<file path="src/rtl/flag_pack_pkg.sv">
// Shared types, flag-to-prefix-code table and width helpers for the flag packer.
package flag_pack_pkg;

    localparam logic [4:0] CODE_F0 = 5'd1;
    localparam logic [4:0] CODE_F1 = 5'd0;
    localparam logic [4:0] CODE_F2 = 5'd2;
    localparam logic [4:0] CODE_F3 = 5'd3;
    localparam logic [4:0] CODE_F4 = 5'd7;
    localparam logic [4:0] CODE_F5 = 5'd15;
    localparam logic [4:0] CODE_F6 = 5'd31;

    localparam logic [2:0] LEN_F0 = 3'd2;
    localparam logic [2:0] LEN_F1 = 3'd2;
    localparam logic [2:0] LEN_F2 = 3'd2;
    localparam logic [2:0] LEN_F3 = 3'd3;
    localparam logic [2:0] LEN_F4 = 3'd4;
    localparam logic [2:0] LEN_F5 = 3'd5;
    localparam logic [2:0] LEN_F6 = 3'd5;

    typedef enum logic [1:0] {
        ST_IDLE = 2'd0,
        ST_PACK = 2'd1,
        ST_DONE = 2'd2
    } state_e;

    // Worst case: header plus every entry using the longest (5-bit) prefix.
    function automatic int calc_out_w(input int max_diff, input int pos_w, input int num_w);
        return num_w + max_diff * (5 + pos_w);
    endfunction

    // Returns {code[4:0], len[2:0]}; the illegal flag 7 falls back to flag 6.
    function automatic logic [7:0] flag_code(input logic [2:0] flag);
        logic [7:0] res;
        case (flag)
            3'd0:    res = {CODE_F0, LEN_F0};
            3'd1:    res = {CODE_F1, LEN_F1};
            3'd2:    res = {CODE_F2, LEN_F2};
            3'd3:    res = {CODE_F3, LEN_F3};
            3'd4:    res = {CODE_F4, LEN_F4};
            3'd5:    res = {CODE_F5, LEN_F5};
            default: res = {CODE_F6, LEN_F6};
        endcase
        return res;
    endfunction

endpackage

</file>
<file path="src/rtl/flag_pack_core_flag_code_lut.sv">
// Combinational lookup from a 3-bit diff flag to its prefix code and length.
module flag_code_lut
    import flag_pack_pkg::*;
(
    input  logic [2:0] flag,
    output logic [4:0] code,
    output logic [2:0] len,
    output logic       illegal
);

    always_comb begin
        {code, len} = flag_code(flag);
        illegal     = (flag == 3'd7);
    end

endmodule

</file>
<file path="src/rtl/flag_pack_core.sv">
// Serially packs a tile diff descriptor into an LSB-first {count, records} bitstream
// and holds the result until the downstream packer accepts it.
module flag_pack_core
    import flag_pack_pkg::*;
#(
    parameter int MAX_DIFF = 7,
    parameter int POS_W    = 6,
    parameter int NUM_W    = 3,
    parameter int OUT_W    = calc_out_w(MAX_DIFF, POS_W, NUM_W),
    parameter int BYTE_W   = $clog2(OUT_W / 8 + 2),
    localparam int BS_W    = $clog2(OUT_W + 1)
) (
    input  logic                      clk,
    input  logic                      rst_n,
    input  logic                      i_valid,
    output logic                      i_ready,
    input  logic [NUM_W-1:0]          diff_num,
    input  logic [3*MAX_DIFF-1:0]     diff_flag,
    input  logic [POS_W*MAX_DIFF-1:0] diff_position,
    output logic                      o_valid,
    input  logic                      o_ready,
    output logic [OUT_W-1:0]          o_data,
    output logic [BS_W-1:0]           o_bitsize,
    output logic [BYTE_W-1:0]         o_bytesize,
    output logic                      o_err
);

    localparam logic [NUM_W-1:0] MAX_N = NUM_W'(MAX_DIFF);
    localparam int               REC_W = 5 + POS_W;

    state_e                    state_q, state_d;
    logic [NUM_W-1:0]          n_q, n_d;
    logic [NUM_W-1:0]          idx_q, idx_d;
    logic [3*MAX_DIFF-1:0]     flag_q, flag_d;
    logic [POS_W*MAX_DIFF-1:0] pos_q, pos_d;
    logic [OUT_W-1:0]          data_q, data_d;
    logic [BS_W-1:0]           bitsize_q, bitsize_d;
    logic [BYTE_W-1:0]         bytesize_q, bytesize_d;
    logic                      err_q, err_d;
    logic                      valid_q, valid_d;
    logic                      ready_q, ready_d;

    logic [2:0]       flag_arr [MAX_DIFF];
    logic [POS_W-1:0] pos_arr  [MAX_DIFF];

    genvar gi;
    generate
        for (gi = 0; gi < MAX_DIFF; gi++) begin : g_unpack
            assign flag_arr[gi] = flag_q[3*gi +: 3];
            assign pos_arr[gi]  = pos_q[POS_W*gi +: POS_W];
        end
    endgenerate

    logic [2:0]       cur_flag;
    logic [POS_W-1:0] cur_pos;
    logic [4:0]       cur_code;
    logic [2:0]       cur_len;
    logic             cur_illegal;

    assign cur_flag = flag_arr[idx_q];
    assign cur_pos  = pos_arr[idx_q];

    flag_code_lut u_lut (
        .flag    (cur_flag),
        .code    (cur_code),
        .len     (cur_len),
        .illegal (cur_illegal)
    );

    logic [OUT_W-1:0] rec_ext;
    logic [NUM_W-1:0] n_clamp;
    logic [BS_W-1:0]  byte_calc;

    always_comb begin
        state_d    = state_q;
        n_d        = n_q;
        idx_d      = idx_q;
        flag_d     = flag_q;
        pos_d      = pos_q;
        data_d     = data_q;
        bitsize_d  = bitsize_q;
        bytesize_d = bytesize_q;
        err_d      = err_q;
        valid_d    = valid_q;
        ready_d    = ready_q;

        // Prefix code sits directly above the position; unused code bits are zero.
        rec_ext              = '0;
        rec_ext[REC_W-1:0]   = {cur_code, cur_pos};
        n_clamp              = (diff_num > MAX_N) ? MAX_N : diff_num;

        case (state_q)
            ST_IDLE: begin
                if (i_valid) begin
                    n_d                = n_clamp;
                    idx_d              = '0;
                    flag_d             = diff_flag;
                    pos_d              = diff_position;
                    data_d             = '0;
                    data_d[NUM_W-1:0]  = n_clamp;
                    bitsize_d          = BS_W'(NUM_W);
                    err_d              = (diff_num > MAX_N);
                    ready_d            = 1'b0;
                    if (n_clamp != '0) begin
                        state_d = ST_PACK;
                    end else begin
                        state_d = ST_DONE;
                        valid_d = 1'b1;
                    end
                end
            end
            ST_PACK: begin
                data_d    = data_q | (rec_ext << bitsize_q);
                bitsize_d = bitsize_q + BS_W'(cur_len) + BS_W'(POS_W);
                err_d     = err_q | cur_illegal;
                idx_d     = idx_q + 1'b1;
                if (idx_q == n_q - 1'b1) begin
                    state_d = ST_DONE;
                    valid_d = 1'b1;
                end
            end
            ST_DONE: begin
                if (o_ready) begin
                    state_d = ST_IDLE;
                    valid_d = 1'b0;
                    ready_d = 1'b1;
                end
            end
            default: begin
                state_d = ST_IDLE;
                valid_d = 1'b0;
                ready_d = 1'b1;
            end
        endcase

        byte_calc = (bitsize_d >> 3) + BS_W'(|bitsize_d[2:0]);
        if (state_d == ST_DONE && state_q != ST_DONE) begin
            bytesize_d = BYTE_W'(byte_calc);
        end
    end

    always_ff @(posedge clk or negedge rst_n) begin
        if (!rst_n) begin
            state_q    <= ST_IDLE;
            n_q        <= '0;
            idx_q      <= '0;
            flag_q     <= '0;
            pos_q      <= '0;
            data_q     <= '0;
            bitsize_q  <= '0;
            bytesize_q <= '0;
            err_q      <= 1'b0;
            valid_q    <= 1'b0;
            ready_q    <= 1'b1;
        end else begin
            state_q    <= state_d;
            n_q        <= n_d;
            idx_q      <= idx_d;
            flag_q     <= flag_d;
            pos_q      <= pos_d;
            data_q     <= data_d;
            bitsize_q  <= bitsize_d;
            bytesize_q <= bytesize_d;
            err_q      <= err_d;
            valid_q    <= valid_d;
            ready_q    <= ready_d;
        end
    end

    assign i_ready    = ready_q;
    assign o_valid    = valid_q;
    assign o_data     = data_q;
    assign o_bitsize  = bitsize_q;
    assign o_bytesize = bytesize_q;
    assign o_err      = err_q;

endmodule

</file>
<file path="config.mk">
export PLATFORM = sky130hd
export DESIGN_NAME = flag_pack_core
export DESIGN_NICKNAME = d
export VERILOG_FILES = /design/src/rtl/flag_pack_pkg.sv /design/src/rtl/flag_pack_core_flag_code_lut.sv /design/src/rtl/flag_pack_core.sv
export SDC_FILE = /design/constraint.sdc
export NUM_CORES = 1
export LEC_CHECK = 0
export ABC_AREA = 0
export BUFFER_PORTS_ARGS = -buffer_cell sky130_fd_sc_hd__buf_4
export CAP_MARGIN = 20
export CELL_PAD_IN_SITES_DETAIL_PLACEMENT = 1
export CELL_PAD_IN_SITES_GLOBAL_PLACEMENT = 1
export CORE_ASPECT_RATIO = 0.75
export CORE_UTILIZATION = 42
export DETAILED_ROUTE_END_ITERATION = 6
export PLACE_DENSITY = 0.77
export SLEW_MARGIN = 10
export SYNTH_ARGS = -nofsm -noshare
export SYNTH_HDL_FRONTEND = slang
export SYNTH_SLANG_ARGS = --single-unit
</file>
<file path="constraint.sdc">
create_clock -name clk -period 4.78 [get_ports clk]
set_clock_uncertainty 0.2 [all_clocks]
set_input_delay 0.478 -clock clk [delete_from_list [all_inputs] [get_ports clk]]
set_output_delay 0.478 -clock clk [all_outputs]
set_load 0.05 [all_outputs]
</file>
== Word-level counts from Yosys, hierarchy flattened ==
Index checks and enable logic that the tools add are counted.

* Add/subtract/negate cells: 5
* Magnitude comparators: 2
* Eq/ne operators: 15
* Shift-type cells: 1
* Muxes and demuxes: 29
* Bitwise logic cells: 4
* Reductions and logical operators: 10

{| class="wikitable"
|+ Operator list
! kind !! count
|-
| $pmux W80 S2 || 1
|-
| $mux W80 || 1
|-
| $or A80 B80 Y80 || 1
|-
| $shl A11 B7 Y80 || 1
|-
| $pmux W8 S6 || 1
|-
| $bmux W6 S3 || 1
|-
| $pmux W7 S2 || 1
|-
| $mux W3 || 4
|-
| $mux W6 || 2
|-
| $ne A2 B2 Y1 const B || 5
|-
| $bmux W3 S3 || 1
|-
| $eq A3 B3 Y1 const B || 3
|-
| $mux W2 || 4
|-
| $add A7 B3 Y7 || 1
|-
| $add A7 B3 Y7 const B || 1
|-
| $mux W1 || 7
|-
| $mux W7 || 1
|-
| $eq A3 B2 Y1 const B || 2
|-
| $pmux W1 S3 || 2
|-
| $pmux W2 S3 || 1
|-
| $pmux W3 S2 || 1
|-
| $add A4 B1 Y4 || 1
|-
| $eq A2 B2 Y1 const B || 2
|-
| $ge A4 B4 Y1 const B || 1
|-
| other kinds (19) || 20
|}

* Register bits: 165
* Input port bits: 70
* Output and inout port bits: 94
* Word-level logic and storage cells: 77

== Depth between registers and ports, before layout ==
Gate-level depths: netlist of the first run.

* Depth in word-level cells: 11
* Mapped depth: 19
* Depth with buffers taken out: 16

== Hierarchy ==
From an unflattened synthesis of the first run, not the netlist that was laid out.

* Cell total of the unflattened synthesis: 898
* Area, all modules: 8,255.4 µm²

{| class="wikitable"
|+ Modules (own cells, without submodules)
! module !! times used !! cells each !! area each (µm²) !! seq. area each (µm²)
|-
| flag_pack_core || 1 || 888 || 8,191.6 || 4,130.2
|-
| flag_code_lut || 1 || 10 || 63.8 || 0.0
|}

== Worst setup path before layout of the first run ==
OpenSTA, ideal clock, no wires.

* Path type: reg-to-reg
* Start point: reg idx_q[1]
* End point: reg bytesize_q[2] (netlist: o_bytesize[2])
* Setup time: 0.125 ns
* Data arrival time: 3.456 ns
* Data required time: 4.455 ns
* Path slack: 0.999 ns
* Stages on the path, launching flop included: 17
* Buffers on the path: 2
* Clock period less this slack: 3.781 ns
* Path through: dfrtp_1 -> buf_6 -> nor2_1 -> a22oi_1 -> and2_1 -> buf_4 -> ha_1 -> inv_1 -> ha_1 -> inv_1 -> fa_1 -> o21ai_0 -> or3_1 -> ha_1 -> ha_1 -> xor2_1 -> mux2_2

* Longest elaborated chain between the ends: 11
* Elaborated cells on any way between the ends: 21
* Those cells by class: add/sub (3); eq/ne (7); mux (7); bitwise (1); reduce/logical (3)

{| class="wikitable"
|+ RTL lines
! item !! line !! source
|-
| start: declaration || flag_pack_core.sv:33 || <nowiki>logic [NUM_W-1:0] idx_q, idx_d;</nowiki>
|-
| start signal: assignment || flag_pack_core.sv:158 || <nowiki>idx_q <= idx_d;</nowiki>
|-
| $not A3 Y4 (implied by the code) * || flag_pack_core.sv:60 || <nowiki>assign cur_flag = flag_arr[idx_q];</nowiki>
|-
| $bmux W3 S3 * || flag_pack_core.sv:60 ||
|-
| $mux W3 (implied by the code) * (2 in series) || flag_pack_core.sv:60 ||
|-
| $eq A3 B3 Y1 (tied with other cells) || flag_pack_pkg.sv:34 || <nowiki>case (flag)</nowiki>
|-
| $pmux W8 S6 * || flag_pack_pkg.sv:34 ||
|-
| $add A7 B3 Y7 * (2 in series) || flag_pack_core.sv:114 || <nowiki>bitsize_d = bitsize_q + BS_W'(cur_len) + BS_W'(POS_W);</nowiki>
|-
| $pmux W7 S2 * || flag_pack_core.sv:92 || <nowiki>case (state_q)</nowiki>
|-
| named net bitsize_d[2] || flag_pack_core.sv:37 || <nowiki>logic [BS_W-1:0] bitsize_q, bitsize_d;</nowiki>
|-
| $reduce_or A3 Y1 * || flag_pack_core.sv:136 || <nowiki>byte_calc = (bitsize_d >> 3) + BS_W'(|bitsize_d[2:0]);</nowiki>
|-
| $add A4 B1 Y4 * || flag_pack_core.sv:136 ||
|-
| end signal: assignment || flag_pack_core.sv:163 || <nowiki>bytesize_q <= bytesize_d;</nowiki>
|-
| end: declaration || flag_pack_core.sv:38 || <nowiki>logic [BYTE_W-1:0] bytesize_q, bytesize_d;</nowiki>
|}

Mark *: on every way through the listed nets, which the timed path passes. The rest lies on a longest branch. The select of a mux whose other input is x is not followed.
A chain may end at the register's enable or synchronous reset.

== Worst setup path after layout of the first run ==
Ends and elaborated chain as after synthesis.

==> results of run 1 <==
==> layout by cell type (no fill, tap or decap), drive strengths merged, types with 11 or more instances in the layout <==
cell type  synthesis  final
o21ai             55     55
mux2i             30     30
o221ai            17     17
nor2              29     29
a22o              20     20
inv               14     20
o211ai            11     11
buf               20    177
a21oi             17     17
dfrtp            164    164
clkbuf            34     18
nand2            273    273
==> layout make-up <==
cell class	instances	area (um2)	share of cell area, %
timing repair buffer	178	1360	13.4
sequential	165	4130	40.8
clock inverter	14	189	1.87
tap	247	309	3.06
inverter	16	60.1	0.594
multi-input combinational	608	3630	35.9
clock buffer	18	439	4.34
==> per-stage QoR <==
step,worst slack (ns),hold WS [ns]
2_1_floorplan,0.999,-0.0176
3_3_place_gp,0.742,0.260
3_5_place_dp,0.605,0.264
4_1_cts,0.589,0.0110
5_1_grt,0.345,0.0251
6_report,0.554,0.0332
==> Yosys cell counts (all sizes together), types with 2 or more instances <==
cell	number
or3	4
and2	5
or2	2
a222oi	4
a2bb2oi	2
a22oi	9
a211oi	2
dfrtp	164
inv	14
nand4	2
a32o	6
nor3	8
o221ai	17
nand2b	8
buf	20
xor2	5
mux2i	30
o211ai	11
clkbuf	34
o2bb2ai	4
and3	6
nand3b	10
nor2b	7
a22o	20
mux2	9
clkinv	2
a21oi	17
nor2	29
a221o	7
xnor2	4
a31o	3
o21ai	55
a21o	7
a32oi	5
nand3	9
nand2	273
ha	10
o22ai	6
==> logic make-up after synthesis <==
| group | Yosys count | share of synthesized area [%] |
|---|---|---|
| compound gates | 182 | 17.0 |
| xor+xnor | 9 | 0.975 |
| fa+ha+maj | 12 | 1.92 |
| buf+inv | 70 | 4.19 |
| flops | 165 | 51.1 |
| mux | 40 | 5.69 |
| simple gates | 365 | 19.1 |
==> per-layer routing <==
| layer | global-route usage (%) | wire [um] | up-vias |
|---|---|---|---|
| met5 | 0 | 0 | - |
| met4 | 7.13 | 259 | 0 |
| met3 | 5.01 | 1320 | 17 |
| met2 | 40.9 | 11500 | 207 |
| met1 | 40.1 | 12500 | 3527 |
| li1 | - | - | 3221 |
==> registers in the layout, summed over array words and instances (netlist names), 2 cells and up <==
register	cells
o_bitsize	7
o_bytesize	4
n_q	3
o_data	80
state_q	2
pos_q	42
idx_q	3
flag_q	21
==> worst min-delay path, cell delays in order <==
cell     delay [ns]
buf_4          0.07
nand2_1        0.04
nand2_1        0.05
==> path summary, 6_finish.rpt <==
path,end,slack [ns],startpoint,depth (start not counted)
max in group asynchronous,i_ready,2.96,rst_n,3
min reg2reg,pos_q[19],0.28,pos_q[19],2
max,o_bytesize[2],0.55,idx_q[1],15
max reg2reg,o_bytesize[2],0.55,idx_q[1],15
min,pos_q[37],0.03,diff_position[37],3
min in group asynchronous,flag_q[14],0.45,rst_n,2
==> timing repair <==
action                                 in CTS  in global routing
endpoints found under the hold margin      79                  0
gates resized for setup                     0                  0
hold buffers                                1                  0
setup buffers                               0                  0
==> metrics.md, run 1 <==
| Metric | Value |
|---|---|
| Worst Setup Start Kind | register |
| Post-synth ARST share | 100% |
| Nets | 1067 |
| Worst hold path class | in -> reg |
| Sum Neg Setup Slack | 0 ns |
| Port Buffers | 163 |
| WL/cell | 20.5 um |
| Biggest area consumer among synthesized cells | dfrtp_1 |
| EDFF count, synth | 0 |
| Drt via density | 5.60 |
| Layout cell share with drive strength beyond 1 | 25.3% |
| CP required | 4.90 ns |
| Worst Tran Pin Value | 0.928 ns |
| Yosys top cell area share | 50.8% |
| Initial Util | 43.3% |
| Antenna-violating nets left | 0 |
| Core box area | 18700 um2 |
| CP Capture Type | register |
| Final Instance Area | 10100 um2 |
| Peak fanout along the critical path | 21 |
| CP max stage cell | fa_1 |
| Final Setup Violations | 0 |
| Slowest stage delay, CP | 0.54 ns |
| Critical Path Most Common Cell | ha_1 |
| RSZ-0062 raised after global routing | no |
| Largest net degree at the start of global routing | 87 |
| Clk buf depth | 2 |
| Placed cells | 1213 |
| Io pins | 164 |
| Clock slew at reported path FFs | 0.07 ns |
| Fillers | 2130 |
| Synth unique cells | 73 |
| Post-layout minimum cycle time | 4.23 ns |
| First-pass GRT wire length | 40800 um |
| Die area | 19800 um2 |
| H-Tree Depth | 4 |
| CTS buffer count | 17 |
| Slew headroom | 38.0% |
| Initial antenna violation count | 0 |
| First DRT Iteration DRCs | 570 |
| Antenna cells | 0 |
| Final Max Tran Viols | 0 |
| Total track usage | 27.2% |
| Die Height | 122 um |
| Synthesized instance count | 843 |
| Area delta synth->final | 25.1% |
| Initial DRT Pass Iterations | 5 |
| WP buf/inv | 2 |
| Post-DP HPWL | 17700 um |
| CTS root buf | clkbuf_16 |
| Critical path's top delay family | adder cells |
| Clock Latency Late Sink | 0.43 ns |
| Crit path DAT | 4.35 ns |
| Final Hold Vio Count | 0 |
| Final wirelength | 25600 um |
| Final std cells w/o fill | 1246 |
| Max-cap violation count | 0 |
| CP Cell Sequence | buf_4 -> nand3b_1 -> o211ai_2 -> and3_1 -> maj3_1 -> ha_1 -> ha_1 -> inv_1 -> fa_1 -> o21ai_0 -> or3_1 -> ha_1 -> ha_1 -> xor2_1 -> mux2_2 |
| FP Rows | 43 |
| Synthesis Warnings | 0 |
| Top cells by area, synth | dfrtp_1 51%, nand2_1 13%, mux2i_1 3.2% |
| Status | completed |
| Syn Area/Cell | 9.59 um2 |
| Die width | 162 um |
| Vias in the first global route | 7162 |
| CTS tree | built |
| Placement Cell Area | 9480 um2 |
| Via count | 6972 |
| Mapped Area | 8090 um2 |
| Main synth FF type | dfrtp_1 |
| Clock sinks | 165 |
| Syn_nets | 924 |
| Max Freq | 0.237 GHz |
| Flops & latches, synth | 165 |
| Layout Utilization | 54.2% |
| Gr ovfl total | 0 |
| Final RePlAce weighted congestion | 0.824 |
| Post-synthesis sequential area ratio | 51.1% |
| Post-route clock period utilization | 88.4% |
| DRC errors left | 0 |
| CP Class | reg -> reg |
Power of run 1 is left out: the tool's default activity adds up to more than one toggle a clock period on the data nets, which glitch-free logic cannot reach.
==> run 2: changes to the inputs <==
--- a/config.mk
+++ b/config.mk
@@ -7,13 +7,13 @@
 export LEC_CHECK = 0
 export ABC_AREA = 0
 export BUFFER_PORTS_ARGS = -buffer_cell sky130_fd_sc_hd__buf_4
-export CAP_MARGIN = 20
+export CAP_MARGIN = 40
 export CELL_PAD_IN_SITES_DETAIL_PLACEMENT = 1
 export CELL_PAD_IN_SITES_GLOBAL_PLACEMENT = 1
 export CORE_ASPECT_RATIO = 0.75
-export CORE_UTILIZATION = 42
+export CORE_UTILIZATION = 38
 export DETAILED_ROUTE_END_ITERATION = 6
-export PLACE_DENSITY = 0.77
+export PLACE_DENSITY_LB_ADDON = 0.05
 export SLEW_MARGIN = 10
 export SYNTH_ARGS = -nofsm -noshare
 export SYNTH_HDL_FRONTEND = slang
==> constraint.sdc (replaced) <==
create_clock -name clk -period 3.75 [get_ports clk]
set_clock_uncertainty 0.2 [all_clocks]
set_input_delay 0.375 -clock clk [delete_from_list [all_inputs] [get_ports clk]]
set_output_delay 0.375 -clock clk [all_outputs]
set_load 0.05 [all_outputs]
==> run 2 against run 1 <==
  * Flip-flop and latch count unchanged
  * Register-to-register slack got worse by 0.48 ns
  * Final cell count grew 11%
  * Final area increased by 11%
  * Maximum frequency up 15%
  * Critical path type unchanged
  * Sequential share of layout area fell by 4.2 points
  * Critical endpoint unchanged
  * Critical path depth increased by 1
==> metrics.md, run 2 (synthesis results as in run 1) <==
| Metric | Value |
|---|---|
| CP Cell Sequence | buf_6 -> buf_6 -> mux2i_4 -> o2bb2ai_4 -> nor2_8 -> maj3_2 -> ha_4 -> ha_4 -> inv_2 -> fa_2 -> o21ai_2 -> or3_4 -> ha_4 -> ha_4 -> xor2_1 -> mux2_4 (was buf_4 -> nand3b_1 -> o211ai_2 -> and3_1 -> maj3_1 -> ha_1 -> ha_1 -> inv_1 -> fa_1 -> o21ai_0 -> or3_1 -> ha_1 -> ha_1 -> xor2_1 -> mux2_2) |
| CTS buffer count | 17 (unchanged) |
| Slowest stage delay, CP | 0.52 ns (was 0.54 ns) |
| CP max stage cell | fa_2 (was fa_1) |
| Area delta synth->final | 39.4% (was 25.1%) |
| CP Capture Type | register (unchanged) |
| Die width | 170 um (was 162 um) |
| Clock slew at reported path FFs | 0.07 ns (about the same) |
| Nets | 1173 (was 1067) |
| Final Max Tran Viols | 0 (unchanged) |
| Via count | 7481 (was 6972) |
| Antenna-violating nets left | 0 (unchanged) |
| CP Launch Point | idx_q[1] (unchanged) |
| Fillers | 2300 (was 2130) |
| WL/cell | 20.2 um (was 20.5 um) |
| First-pass GRT wire length | 43300 um (was 40800 um) |
| Peak fanout along the critical path | 7 (was 21) |
| Worst hold path class | in -> reg (unchanged) |
| Clk buf depth | 2 (unchanged) |
| CTS root buf | clkbuf_16 (unchanged) |
| Drt via density | 5.39 (was 5.60) |
| Critical Path Most Common Cell | ha_4 (was ha_1) |
| Final std cells w/o fill | 1387 (was 1246) |
| H-Tree Depth | 4 (unchanged) |
| Clock Latency Late Sink | 0.44 ns (was 0.43 ns) |
| Total track usage | 26.0% (was 27.2%) |
| Status | completed (unchanged) |
| Hold depth | 3 (unchanged) |
| Die Height | 128 um (was 122 um) |
| Post-route clock period utilization | 98.1% (was 88.4%) |
| Port Buffers | 163 (unchanged) |
| Initial antenna violation count | 0 (unchanged) |
| Critical path's top delay family | adder cells (unchanged) |
| Max reg flops | 80 (unchanged) |
| Hold Crit Start | o_ready (was diff_position[37]) |
| Layout cell share with drive strength beyond 1 | 28.4% (was 25.3%) |
| Largest net degree at the start of global routing | 74 (was 87) |
| Area of the multi-input gates | 3780 um2 (was 3630 um2) |
| Worst Tran Pin Value | 0.849 ns (was 0.928 ns) |
| Worst Setup Start Kind | register (unchanged) |
| CP required | 3.88 ns (was 4.90 ns) |
| Post-DP HPWL | 19200 um (was 17700 um) |
| Die area | 21900 um2 (was 19800 um2) |
| CP Class | reg -> reg (unchanged) |
| R2R Setup Slk | 0.07 ns (was 0.55 ns) |
| Crit path depth | 16 (was 15) |
| Final Setup Violations | 0 (unchanged) |
| First DRT Iteration DRCs | 542 (was 570) |
| Critical R2R Launch | idx_q[1] (unchanged) |
| RSZ-0062 raised after global routing | yes (was no) |
| Placed cells | 1274 (was 1213) |
| Final wirelength | 28000 um (was 25600 um) |
| Post-layout minimum cycle time | 3.68 ns (was 4.23 ns) |
| Max Freq | 0.272 GHz (was 0.237 GHz) |
| CTS tree | built (unchanged) |
| FP Rows | 45 (was 43) |
| Initial DRT Pass Iterations | 5 (unchanged) |
| WP buf/inv | 3 (was 2) |
| Max-cap violation count | 0 (unchanged) |
| Final Hold Vio Count | 0 (unchanged) |
| Slew headroom | 43.0% (was 38.0%) |
| Gr ovfl total | 0 (unchanged) |
| Commonest non-fill, non-tap cell in the layout | nand2_1 (unchanged) |
| Final RePlAce weighted congestion | 0.830 (was 0.824) |
| Antenna cells | 0 (unchanged) |
| Io pins | 164 (unchanged) |
| Core box area | 20600 um2 (was 18700 um2) |
| Crit path DAT | 3.81 ns (was 4.35 ns) |
| Clock sinks | 165 (unchanged) |
| DRC errors left | 0 (unchanged) |
| Commonest non-fill, non-tap cells in the layout | 273 x nand2_1, 209 x buf_4, 162 x dfrtp_1 (was 273 x nand2_1, 175 x buf_4, 164 x dfrtp_1) |
| Vias in the first global route | 7778 (was 7162) |
| Initial Util | 39.3% (was 43.3%) |
| Area occupied by registers | 4130 um2 (about the same) |
| Reg2reg path depth | 16 (was 15) |
## run 2: cell types whose count changed in the layout (fill, tap and decap cells not counted), moves of 3 or more
cell / previous run / this run
mux2_4: 1 / 4
buf_4: 175 / 209
buf_6: 1 / 5
dlygate4sd3_1: 1 / 67
mux2_2: 8 / 5
ha_4: 0 / 5
ha_1: 10 / 5
## run 2: final timing paths
| path | endpoint |
|---|---|
| max | o_bytesize[2] |
| min reg2reg | pos_q[25] |
| min in group asynchronous | pos_q[15] |
| max in group asynchronous | i_ready |
| max reg2reg | o_bytesize[2] |
| min | o_valid |
## run 2: cell type report
type | instances | area share (%)
Sequential cell | 165 | 36.7
Clock buffer | 19 | 3.93
Tap cell | 282 | 3.13
Timing Repair Buffer | 284 | 20.8
Clock inverter | 13 | 1.47
Multi-Input combinational cell | 608 | 33.5
Inverter | 16 | 0.533
## run 2: through the flow
step	utilization, %	setup TNS [ns]	area [um2]	hold WS (ns)	setup slack, ns
6_report	54.9	0	11300	0.109	0.0709
5_1_grt	54.9	-0.0395	11300	0.137	-0.0317
4_1_cts	53.9	0	11100	0.108	0.00231
3_5_place_dp	47.3	-0.534	9730	0.240	-0.225
3_3_place_gp	47.2	-0.159	9700	0.236	-0.103
2_1_floorplan	-	0	8090	-0.121	0.0133
## run 2: worst register-to-register path: stages (launching register included)
cell and delay, ns:
dfrtp_1 0.40, buf_6 0.14, buf_6 0.12, mux2i_4 0.18, o2bb2ai_4 0.15, nor2_8 0.11
maj3_2 0.22, ha_4 0.15, ha_4 0.14, inv_2 0.04, fa_2 0.52, o21ai_2 0.06
or3_4 0.40, ha_4 0.18, ha_4 0.15, xor2_1 0.15, mux2_4 0.27
## run 2: metal layers
| metal | share of wire, % | up-vias | global-route usage (%) |
|---|---|---|---|
| li1 | - | 3418 | - |
| met1 | 49 | 3838 | 37.8 |
| met2 | 46 | 204 | 41.1 |
| met3 | 4.2 | 21 | 3.97 |
| met4 | 0.92 | 0 | 5.41 |
| met5 | 0 | - | 0 |
## run 2: repair_timing
| action | 4_1_cts | 5_1_grt |
|---|---|---|
| setup endpoints to repair | 3 | 3 |
| pin swaps | 6 | 12 |
| setup buffers | 4 | 10 |
| hold buffers | 67 | 0 |
| gates resized for setup | 12 | 25 |
| hold endpoints to repair | 135 | 0 |
Power of run 2 is left out for the same reason.
